--- config.mk ---
export PLATFORM = sky130hd
export DESIGN_NAME = rv32_hazard_ctrl_flat
export DESIGN_NICKNAME = d
export VERILOG_FILES = /design/src/rtl/rv32_pkg.sv /design/src/rtl/rv32_hazard_ctrl_if.sv /design/src/rtl/rv32_fwd_sel.sv /design/src/rtl/rv32_hazard_ctrl.sv /design/src/flat_wrapper.sv
export SDC_FILE = /design/constraint.sdc
export NUM_CORES = 1
export LEC_CHECK = 0
export CORE_MARGIN = 2
export CORE_UTILIZATION = 45
export CTS_BUF_LIST = sky130_fd_sc_hd__clkbuf_4
export DETAILED_ROUTE_END_ITERATION = 16
export PLACE_DENSITY = 0.75
export SLEW_MARGIN = 20
export SYNTH_ARGS = -nofsm -noshare
export SYNTH_HDL_FRONTEND = slang
export SYNTH_SLANG_ARGS = --single-unit
export TNS_END_PERCENT = 10
--- constraint.sdc ---
create_clock -name clk -period 5.8 [get_ports clk]
set_input_delay 1.16 -clock clk [delete_from_list [all_inputs] [get_ports clk]]
set_output_delay 1.16 -clock clk [all_outputs]
set_load 0.01 [all_outputs]
--- src/rtl/rv32_pkg.sv ---
// Shared types for the RV32 pipeline sequencer: FSM state encoding and the
// EX operand-source select codes.
package rv32_pkg;

  typedef enum logic [1:0] {
    ST_RUN    = 2'd0,
    ST_DRAIN  = 2'd1,
    ST_HALTED = 2'd2
  } hz_state_t;

  localparam logic [1:0] FWD_RF    = 2'b00;
  localparam logic [1:0] FWD_EXMEM = 2'b01;
  localparam logic [1:0] FWD_MEMWB = 2'b10;

endpackage

--- src/rtl/rv32_hazard_ctrl_if.sv ---
// Bundle between the pipeline datapath (master) and the hazard sequencer (slave):
// decoded register usage and stage status in, holds/flushes/forward selects out.
interface rv32_hazard_ctrl_if #(
  parameter int CNT_W = 16
);
  logic             id_valid;
  logic [4:0]       id_rs1;
  logic [4:0]       id_rs2;
  logic             id_halt;
  logic             ex_valid;
  logic [4:0]       ex_rd;
  logic             ex_write_reg;
  logic             ex_load;
  logic             ex_redirect;
  logic             mem_valid;
  logic [4:0]       mem_rd;
  logic             mem_write_reg;
  logic             mem_req;
  logic             mem_ready;

  logic             pc_hold;
  logic             ifid_hold;
  logic             ifid_flush;
  logic             idex_bubble;
  logic             exmem_hold;
  logic [1:0]       fwd_a;
  logic [1:0]       fwd_b;
  logic             halted;
  logic             err_timeout;
  logic [CNT_W-1:0] stall_cnt;

  modport master (
    output id_valid, id_rs1, id_rs2, id_halt,
    output ex_valid, ex_rd, ex_write_reg, ex_load, ex_redirect,
    output mem_valid, mem_rd, mem_write_reg, mem_req, mem_ready,
    input  pc_hold, ifid_hold, ifid_flush, idex_bubble, exmem_hold,
    input  fwd_a, fwd_b, halted, err_timeout, stall_cnt
  );

  modport slave (
    input  id_valid, id_rs1, id_rs2, id_halt,
    input  ex_valid, ex_rd, ex_write_reg, ex_load, ex_redirect,
    input  mem_valid, mem_rd, mem_write_reg, mem_req, mem_ready,
    output pc_hold, ifid_hold, ifid_flush, idex_bubble, exmem_hold,
    output fwd_a, fwd_b, halted, err_timeout, stall_cnt
  );
endinterface

--- src/rtl/rv32_fwd_sel.sv ---
// Per-operand forwarding select: the youngest in-flight writer of rs wins,
// x0 is never forwarded.
module rv32_fwd_sel
  import rv32_pkg::*;
(
  input  logic [4:0] rs,
  input  logic       ex_valid,
  input  logic       ex_write_reg,
  input  logic [4:0] ex_rd,
  input  logic       mem_valid,
  input  logic       mem_write_reg,
  input  logic [4:0] mem_rd,
  output logic [1:0] sel
);

  always_comb begin
    sel = FWD_RF;
    if (rs != 5'd0 && ex_valid && ex_write_reg && ex_rd == rs) begin
      sel = FWD_EXMEM;
    end else if (rs != 5'd0 && mem_valid && mem_write_reg && mem_rd == rs) begin
      sel = FWD_MEMWB;
    end
  end

endmodule

--- src/rtl/rv32_hazard_ctrl.sv ---
// 5-stage RV32 pipeline sequencer: stall/flush/bubble generation, registered
// operand-forward selects, and the drain-then-halt FSM.
module rv32_hazard_ctrl
  import rv32_pkg::*;
#(
  parameter int DRAIN_CYCLES = 3,
  parameter int MEM_TIMEOUT  = 255,
  parameter int CNT_W        = 16
) (
  input  logic               clk,
  input  logic               rst_n,
  rv32_hazard_ctrl_if.slave  hz
);

  localparam int WAIT_W = $clog2(MEM_TIMEOUT + 1);
  localparam int DC_W   = (DRAIN_CYCLES > 1) ? $clog2(DRAIN_CYCLES) : 1;

  hz_state_t        state_reg;
  logic [DC_W-1:0]  drain_cnt_reg;
  logic [WAIT_W-1:0] wait_cnt_reg;
  logic [1:0]       fwd_a_reg;
  logic [1:0]       fwd_b_reg;
  logic             halted_reg;
  logic             err_timeout_reg;
  logic [CNT_W-1:0] stall_cnt_reg;

  logic memwait;
  logic redirect;
  logic load_use;
  logic halt_go;
  logic pc_hold;
  logic ifid_hold;
  logic ifid_flush;
  logic idex_bubble;
  logic exmem_hold;

  logic [4:0] rs_arr  [2];
  logic [1:0] sel_arr [2];

  assign rs_arr[0] = hz.id_rs1;
  assign rs_arr[1] = hz.id_rs2;

  genvar gi;
  generate
    for (gi = 0; gi < 2; gi++) begin : g_fwd
      rv32_fwd_sel u_sel (
        .rs            (rs_arr[gi]),
        .ex_valid      (hz.ex_valid),
        .ex_write_reg  (hz.ex_write_reg),
        .ex_rd         (hz.ex_rd),
        .mem_valid     (hz.mem_valid),
        .mem_write_reg (hz.mem_write_reg),
        .mem_rd        (hz.mem_rd),
        .sel           (sel_arr[gi])
      );
    end
  endgenerate

  assign memwait  = hz.mem_req & ~hz.mem_ready;
  assign redirect = hz.ex_redirect & hz.ex_valid & (state_reg != ST_HALTED);
  assign load_use = hz.id_valid & hz.ex_valid & hz.ex_load & hz.ex_write_reg &
                    (hz.ex_rd != 5'd0) &
                    ((hz.id_rs1 == hz.ex_rd) | (hz.id_rs2 == hz.ex_rd));
  assign halt_go  = (state_reg == ST_RUN) & hz.id_valid & hz.id_halt & ~load_use;

  // Holds act in the same cycle; memory wait freezes everything, a halted core
  // ignores redirects, and a redirect overrides draining and load-use stalls.
  always_comb begin
    pc_hold     = 1'b0;
    ifid_hold   = 1'b0;
    ifid_flush  = 1'b0;
    idex_bubble = 1'b0;
    exmem_hold  = 1'b0;
    if (memwait) begin
      pc_hold    = 1'b1;
      ifid_hold  = 1'b1;
      exmem_hold = 1'b1;
    end else if (redirect) begin
      ifid_flush  = 1'b1;
      idex_bubble = 1'b1;
    end else if (state_reg != ST_RUN || load_use || halt_go) begin
      pc_hold     = 1'b1;
      ifid_hold   = 1'b1;
      idex_bubble = 1'b1;
    end
  end

  always_ff @(posedge clk) begin
    if (!rst_n) begin
      state_reg       <= ST_RUN;
      drain_cnt_reg   <= '0;
      wait_cnt_reg    <= '0;
      fwd_a_reg       <= FWD_RF;
      fwd_b_reg       <= FWD_RF;
      halted_reg      <= 1'b0;
      err_timeout_reg <= 1'b0;
      stall_cnt_reg   <= '0;
    end else begin
      halted_reg <= (state_reg == ST_HALTED);
      if (pc_hold && stall_cnt_reg != '1) begin
        stall_cnt_reg <= stall_cnt_reg + 1'b1;
      end
      if (memwait) begin
        if (wait_cnt_reg == WAIT_W'(MEM_TIMEOUT)) begin
          err_timeout_reg <= 1'b1;
        end else begin
          wait_cnt_reg <= wait_cnt_reg + 1'b1;
        end
      end else begin
        wait_cnt_reg <= '0;
        // Forward selects follow ID into EX only when ID/EX advances.
        if (idex_bubble || !hz.id_valid) begin
          fwd_a_reg <= FWD_RF;
          fwd_b_reg <= FWD_RF;
        end else begin
          fwd_a_reg <= sel_arr[0];
          fwd_b_reg <= sel_arr[1];
        end
        if (redirect) begin
          state_reg     <= ST_RUN;
          drain_cnt_reg <= '0;
        end else begin
          case (state_reg)
            ST_RUN: begin
              if (halt_go) begin
                state_reg     <= ST_DRAIN;
                drain_cnt_reg <= DC_W'(DRAIN_CYCLES - 1);
              end
            end
            ST_DRAIN: begin
              if (drain_cnt_reg == '0) begin
                state_reg <= ST_HALTED;
              end else begin
                drain_cnt_reg <= drain_cnt_reg - 1'b1;
              end
            end
            default: state_reg <= ST_HALTED;
          endcase
        end
      end
    end
  end

  assign hz.pc_hold     = pc_hold;
  assign hz.ifid_hold   = ifid_hold;
  assign hz.ifid_flush  = ifid_flush;
  assign hz.idex_bubble = idex_bubble;
  assign hz.exmem_hold  = exmem_hold;
  assign hz.fwd_a       = fwd_a_reg;
  assign hz.fwd_b       = fwd_b_reg;
  assign hz.halted      = halted_reg;
  assign hz.err_timeout = err_timeout_reg;
  assign hz.stall_cnt   = stall_cnt_reg;

endmodule

--- src/flat_wrapper.sv ---
// flat-port wrapper written by rule: the top's interface ports become plain ports
module rv32_hazard_ctrl_flat import rv32_pkg::*;
#(
  parameter int DRAIN_CYCLES = 3,
  parameter int MEM_TIMEOUT  = 255,
  parameter int CNT_W        = 16
)
  (clk, rst_n, hz_id_valid, hz_id_rs1, hz_id_rs2, hz_id_halt, hz_ex_valid, hz_ex_rd, hz_ex_write_reg, hz_ex_load, hz_ex_redirect, hz_mem_valid, hz_mem_rd, hz_mem_write_reg, hz_mem_req, hz_mem_ready, hz_pc_hold, hz_ifid_hold, hz_ifid_flush, hz_idex_bubble, hz_exmem_hold, hz_fwd_a, hz_fwd_b, hz_halted, hz_err_timeout, hz_stall_cnt);
  rv32_hazard_ctrl_if #(.CNT_W(CNT_W)) hz_i ();
  input  logic clk;
  input  logic rst_n;
  input wire logic [$bits(hz_i.id_valid)-1:0] hz_id_valid;
  input wire logic [$bits(hz_i.id_rs1)-1:0] hz_id_rs1;
  input wire logic [$bits(hz_i.id_rs2)-1:0] hz_id_rs2;
  input wire logic [$bits(hz_i.id_halt)-1:0] hz_id_halt;
  input wire logic [$bits(hz_i.ex_valid)-1:0] hz_ex_valid;
  input wire logic [$bits(hz_i.ex_rd)-1:0] hz_ex_rd;
  input wire logic [$bits(hz_i.ex_write_reg)-1:0] hz_ex_write_reg;
  input wire logic [$bits(hz_i.ex_load)-1:0] hz_ex_load;
  input wire logic [$bits(hz_i.ex_redirect)-1:0] hz_ex_redirect;
  input wire logic [$bits(hz_i.mem_valid)-1:0] hz_mem_valid;
  input wire logic [$bits(hz_i.mem_rd)-1:0] hz_mem_rd;
  input wire logic [$bits(hz_i.mem_write_reg)-1:0] hz_mem_write_reg;
  input wire logic [$bits(hz_i.mem_req)-1:0] hz_mem_req;
  input wire logic [$bits(hz_i.mem_ready)-1:0] hz_mem_ready;
  output wire logic [$bits(hz_i.pc_hold)-1:0] hz_pc_hold;
  output wire logic [$bits(hz_i.ifid_hold)-1:0] hz_ifid_hold;
  output wire logic [$bits(hz_i.ifid_flush)-1:0] hz_ifid_flush;
  output wire logic [$bits(hz_i.idex_bubble)-1:0] hz_idex_bubble;
  output wire logic [$bits(hz_i.exmem_hold)-1:0] hz_exmem_hold;
  output wire logic [$bits(hz_i.fwd_a)-1:0] hz_fwd_a;
  output wire logic [$bits(hz_i.fwd_b)-1:0] hz_fwd_b;
  output wire logic [$bits(hz_i.halted)-1:0] hz_halted;
  output wire logic [$bits(hz_i.err_timeout)-1:0] hz_err_timeout;
  output wire logic [$bits(hz_i.stall_cnt)-1:0] hz_stall_cnt;
  assign hz_i.id_valid = hz_id_valid;
  assign hz_i.id_rs1 = hz_id_rs1;
  assign hz_i.id_rs2 = hz_id_rs2;
  assign hz_i.id_halt = hz_id_halt;
  assign hz_i.ex_valid = hz_ex_valid;
  assign hz_i.ex_rd = hz_ex_rd;
  assign hz_i.ex_write_reg = hz_ex_write_reg;
  assign hz_i.ex_load = hz_ex_load;
  assign hz_i.ex_redirect = hz_ex_redirect;
  assign hz_i.mem_valid = hz_mem_valid;
  assign hz_i.mem_rd = hz_mem_rd;
  assign hz_i.mem_write_reg = hz_mem_write_reg;
  assign hz_i.mem_req = hz_mem_req;
  assign hz_i.mem_ready = hz_mem_ready;
  assign hz_pc_hold = hz_i.pc_hold;
  assign hz_ifid_hold = hz_i.ifid_hold;
  assign hz_ifid_flush = hz_i.ifid_flush;
  assign hz_idex_bubble = hz_i.idex_bubble;
  assign hz_exmem_hold = hz_i.exmem_hold;
  assign hz_fwd_a = hz_i.fwd_a;
  assign hz_fwd_b = hz_i.fwd_b;
  assign hz_halted = hz_i.halted;
  assign hz_err_timeout = hz_i.err_timeout;
  assign hz_stall_cnt = hz_i.stall_cnt;
  rv32_hazard_ctrl #(.DRAIN_CYCLES(DRAIN_CYCLES), .MEM_TIMEOUT(MEM_TIMEOUT), .CNT_W(CNT_W)) u_core (.clk(clk), .rst_n(rst_n), .hz(hz_i));
endmodule
==> impl_results.md <==
- Status: finished clean
- Syn nets: 275
- Post-synthesis sequential area ratio: 33.8%
- Vias: 1969
- Sequential share of power: 50.2%
- Total clock buffers created by CTS: 5
- Die span in x: 70.9 um
- EDFF count, synth: 0
- Vias in the first global route: 1825
- Netlist Area Pre-Place: 2010 um2
- Synth Area in Simple Gates: 30.6%
- Max-cap violations: 0
- Switching Power: 0.158 mW
- Post-CTS sizing: 0
- Normalized max-slew margin: 47.1%
- Xor and xnor fraction of the mapped netlist area: 10.9%
- Worst-Margin Slew: 793 ps
- Arr. time, crit path: 3210 ps
- Min-delay worst type: register to register
- DP Wirelength: 3.70 mm
- Worst-case reg-to-reg path depth: 7
- First-pass DRT Iterations: 4
- CTS tree: yes
- Post-synthesis sequential element count: 34
- TNS Setup: 0 ps
- Vias/cell: 5.61
- CTS H-tree lvls: 2
- WL/cell: 14.0 um
- # hold bufs at CTS: 0
- Clk pin slew, worst setup/hold paths: 110 ps
- Final Core Density: 61.7%
- Core ar.: 4320 um2
- Final period util: 75.4%
- Crit path capture: hz_pc_hold
- GPL Wtd Cong: 0.950
- Synth Area per Inst: 8.39 um2
- Combinational share of power: 24.5%
- Ys Warns: 0
- First-pass GRT wire length: 8.19 mm
- Clock sinks: 34
- Switching share of power: 31.2%
- Final setup fails: 0
- Nets: 333
- Syn Inst Count: 240
- Final hold vios: 0
- Congestion Overflow GR: 0
- Final Max Slew Viols: 0
- ANT cells: 0
- FP Rows: 24
- Mux cell area share after synthesis: 2.48%
- Worst setup SP type: primary input
- Maximum clock rate: 229 MHz
- Post-CTS setup buffers: 0
- Synth Area in Compound Gates: 16.9%
- Root buffer cell: clkbuf_4
- Ports: 59
- Setup crit end kind: output pin
- Max VDD drop: 122 uV
- Netlist cell types: 46
- Buffers on Ports: 58
- Clk_skew: 13.6 ps
- Clk buf depth: 2
- Largest register FFs: 16
- Layout area overhead: 32.5%
- Internal power: 0.348 mW
- Antenna Violating Nets Remaining: 0
- Power Dens Cells: 190 nW/um2
- Crit. Startpoint: hz_ex_rd[3]
- R2R Path End: u_core.hz.stall_cnt[1]$_SDFFE_PN0P_
- Most frequent cells in the layout: 58 x clkdlybuf4s50_1, 34 x dfxtp_1, 24 x nor2_1
- Fin crit period: 4370 ps
- Async SR Flop Fraction: 0%
- Filler Cell Count: 409
- Largest net degree at the start of global routing: 23
- CP Max Fanout: 5
- Most common cell after layout, fill and taps aside: clkdlybuf4s50_1
- Total track usage: 20.1%
- Ys flop type: dfxtp_1
- Clock share of power: 25.4%
- Reg2reg start: u_core.hz.stall_cnt[7]$_SDFFE_PN0P_
- Clock latency on the worst-skew pair: 340 ps
- Number of DRC markers in iteration 0: 90
- Drt drc: 0
- Die Ht: 70.9 um
- WS Path Type: primary input to output pin
- Initial Util: 46.6%
- Detailed Route WL: 4.91 mm
- DIE AREA: 5030 um2
- Leakage: 0.897 nW
- Overall Power: 0.506 mW
- Initial antenna violation count: 0
- RSZ-0062 raised after global routing: false
- CP Data Required Time: 4640 ps
- FF-to-FF setup slack: 3270 ps
- Setup ws final: 1430 ps
- Proportion of layout cells with a drive suffix above 1: 6.35%
- DP Worst Slack: 1420 ps
- Largest family of logic cells by synthesized area: simple AND/OR/NAND/NOR gates
- Post-Synth Adder-Cell Area: 1.86%
-- metal layers --
| layer | routed length (um) | track usage (%) | part of all wire, % |
|---|---|---|---|
| met4 | 74 | 6.92 | 1.5 |
| met2 | 2340 | 34.7 | 48 |
| met1 | 2200 | 24.2 | 45 |
| met3 | 293 | 5.41 | 6.0 |
| met5 | 0 | 0 | 0 |
-- synth_stat cells (2+ instances only) --
cell type / number / area [um2]
a22o_1: 4 / 35.0
nand3_2: 2 / 20.0
or3_1: 6 / 37.5
and2_1: 2 / 12.5
o31ai_1: 6 / 45.0
nor2_1: 24 / 90.1
nor3_1: 6 / 30.0
clkinv_1: 2 / 7.51
clkbuf_1: 4 / 15.0
nor4_1: 6 / 37.5
nand2_1: 22 / 82.6
nor2b_1: 3 / 18.8
xnor2_1: 13 / 114
a31oi_1: 2 / 12.5
or2_2: 3 / 18.8
ha_1: 3 / 37.5
nand4_1: 5 / 31.3
and3_1: 3 / 18.8
o21ai_0: 4 / 20.0
xor2_1: 12 / 105
nand3_1: 11 / 55.1
a311oi_1: 2 / 17.5
or4_1: 5 / 37.5
a21oi_1: 19 / 95.1
nand2b_1: 4 / 25.0
a211oi_1: 4 / 30.0
mux2i_1: 5 / 50.1
buf_6: 2 / 22.5
a211o_1: 2 / 17.5
dfxtp_1: 34 / 681
inv_1: 5 / 18.8
-- metrics by stage --
step / area (um2) / instances / hold slack [ps]
final: 2670 / 351 / 460
after global routing: 2670 / 351 / 476
after CTS: 2670 / 351 / 461
after detailed placement: 2620 / 343 / 445
after global placement: 2620 / 343 / 442
after floorplan: 2010 / 240 / 432
-- power groups by stage --
| stage | clock (mW) | combinational, mW | sequential (mW) |
|---|---|---|---|
| 6_report | 0.128 | 0.124 | 0.254 |
| 5_1_grt | 0.144 | 0.135 | 0.255 |
| 3_5_place_dp | 0 | 0.123 | 0.258 |
| 2_1_floorplan | 0 | 0.0745 | 0.256 |
| 3_3_place_gp | 0 | 0.121 | 0.258 |
| 4_1_cts | 0.132 | 0.123 | 0.253 |
-- worst min path at each step --
stage / start / to / slack, ps / cells past startpoint
finish: u_core.drain_cnt_reg[1]$_SDFFE_PN0P_ / u_core.drain_cnt_reg[1]$_SDFFE_PN0P_ / 460 / 2
global route: u_core.drain_cnt_reg[1]$_SDFFE_PN0P_ / u_core.drain_cnt_reg[1]$_SDFFE_PN0P_ / 480 / 2
CTS: u_core.drain_cnt_reg[1]$_SDFFE_PN0P_ / u_core.drain_cnt_reg[1]$_SDFFE_PN0P_ / 460 / 2
detailed placement: u_core.drain_cnt_reg[1]$_SDFFE_PN0P_ / u_core.drain_cnt_reg[1]$_SDFFE_PN0P_ / 440 / 2
global placement: u_core.drain_cnt_reg[1]$_SDFFE_PN0P_ / u_core.drain_cnt_reg[1]$_SDFFE_PN0P_ / 440 / 2
floorplan: u_core.drain_cnt_reg[1]$_SDFFE_PN0P_ / u_core.drain_cnt_reg[1]$_SDFFE_PN0P_ / 430 / 2
-- final cells by class --
class                      instances  area [um2]  share of cell area [%]
tap                               52        65.1                    2.44
clock buffer                       5        37.5                    1.41
inverter                           7        26.3                   0.985
clock inverter                     3        16.3                   0.609
multi-input combinational        192        1260                    47.3
sequential                        34         681                    25.5
timing repair buffer              58         581                    21.8
-- worst max-delay path: stages --
cell             delay, ps
clkdlybuf4s50_1        470
xor2_1                 190
nor3_1                 230
nand3_2                180
a211oi_1               230
or3_1                  200
clkdlybuf4s50_1        560
-- kinds of logic after synthesis --
logic type,Yosys count
DFF,34
AOI/OAI and AO/OA,49
adders and majority gates,3
buffers and inverters,14
and+or+nand+nor,110
muxes,5
xor gates and xnor gates,25
Power figures use the tool's default switching activity.
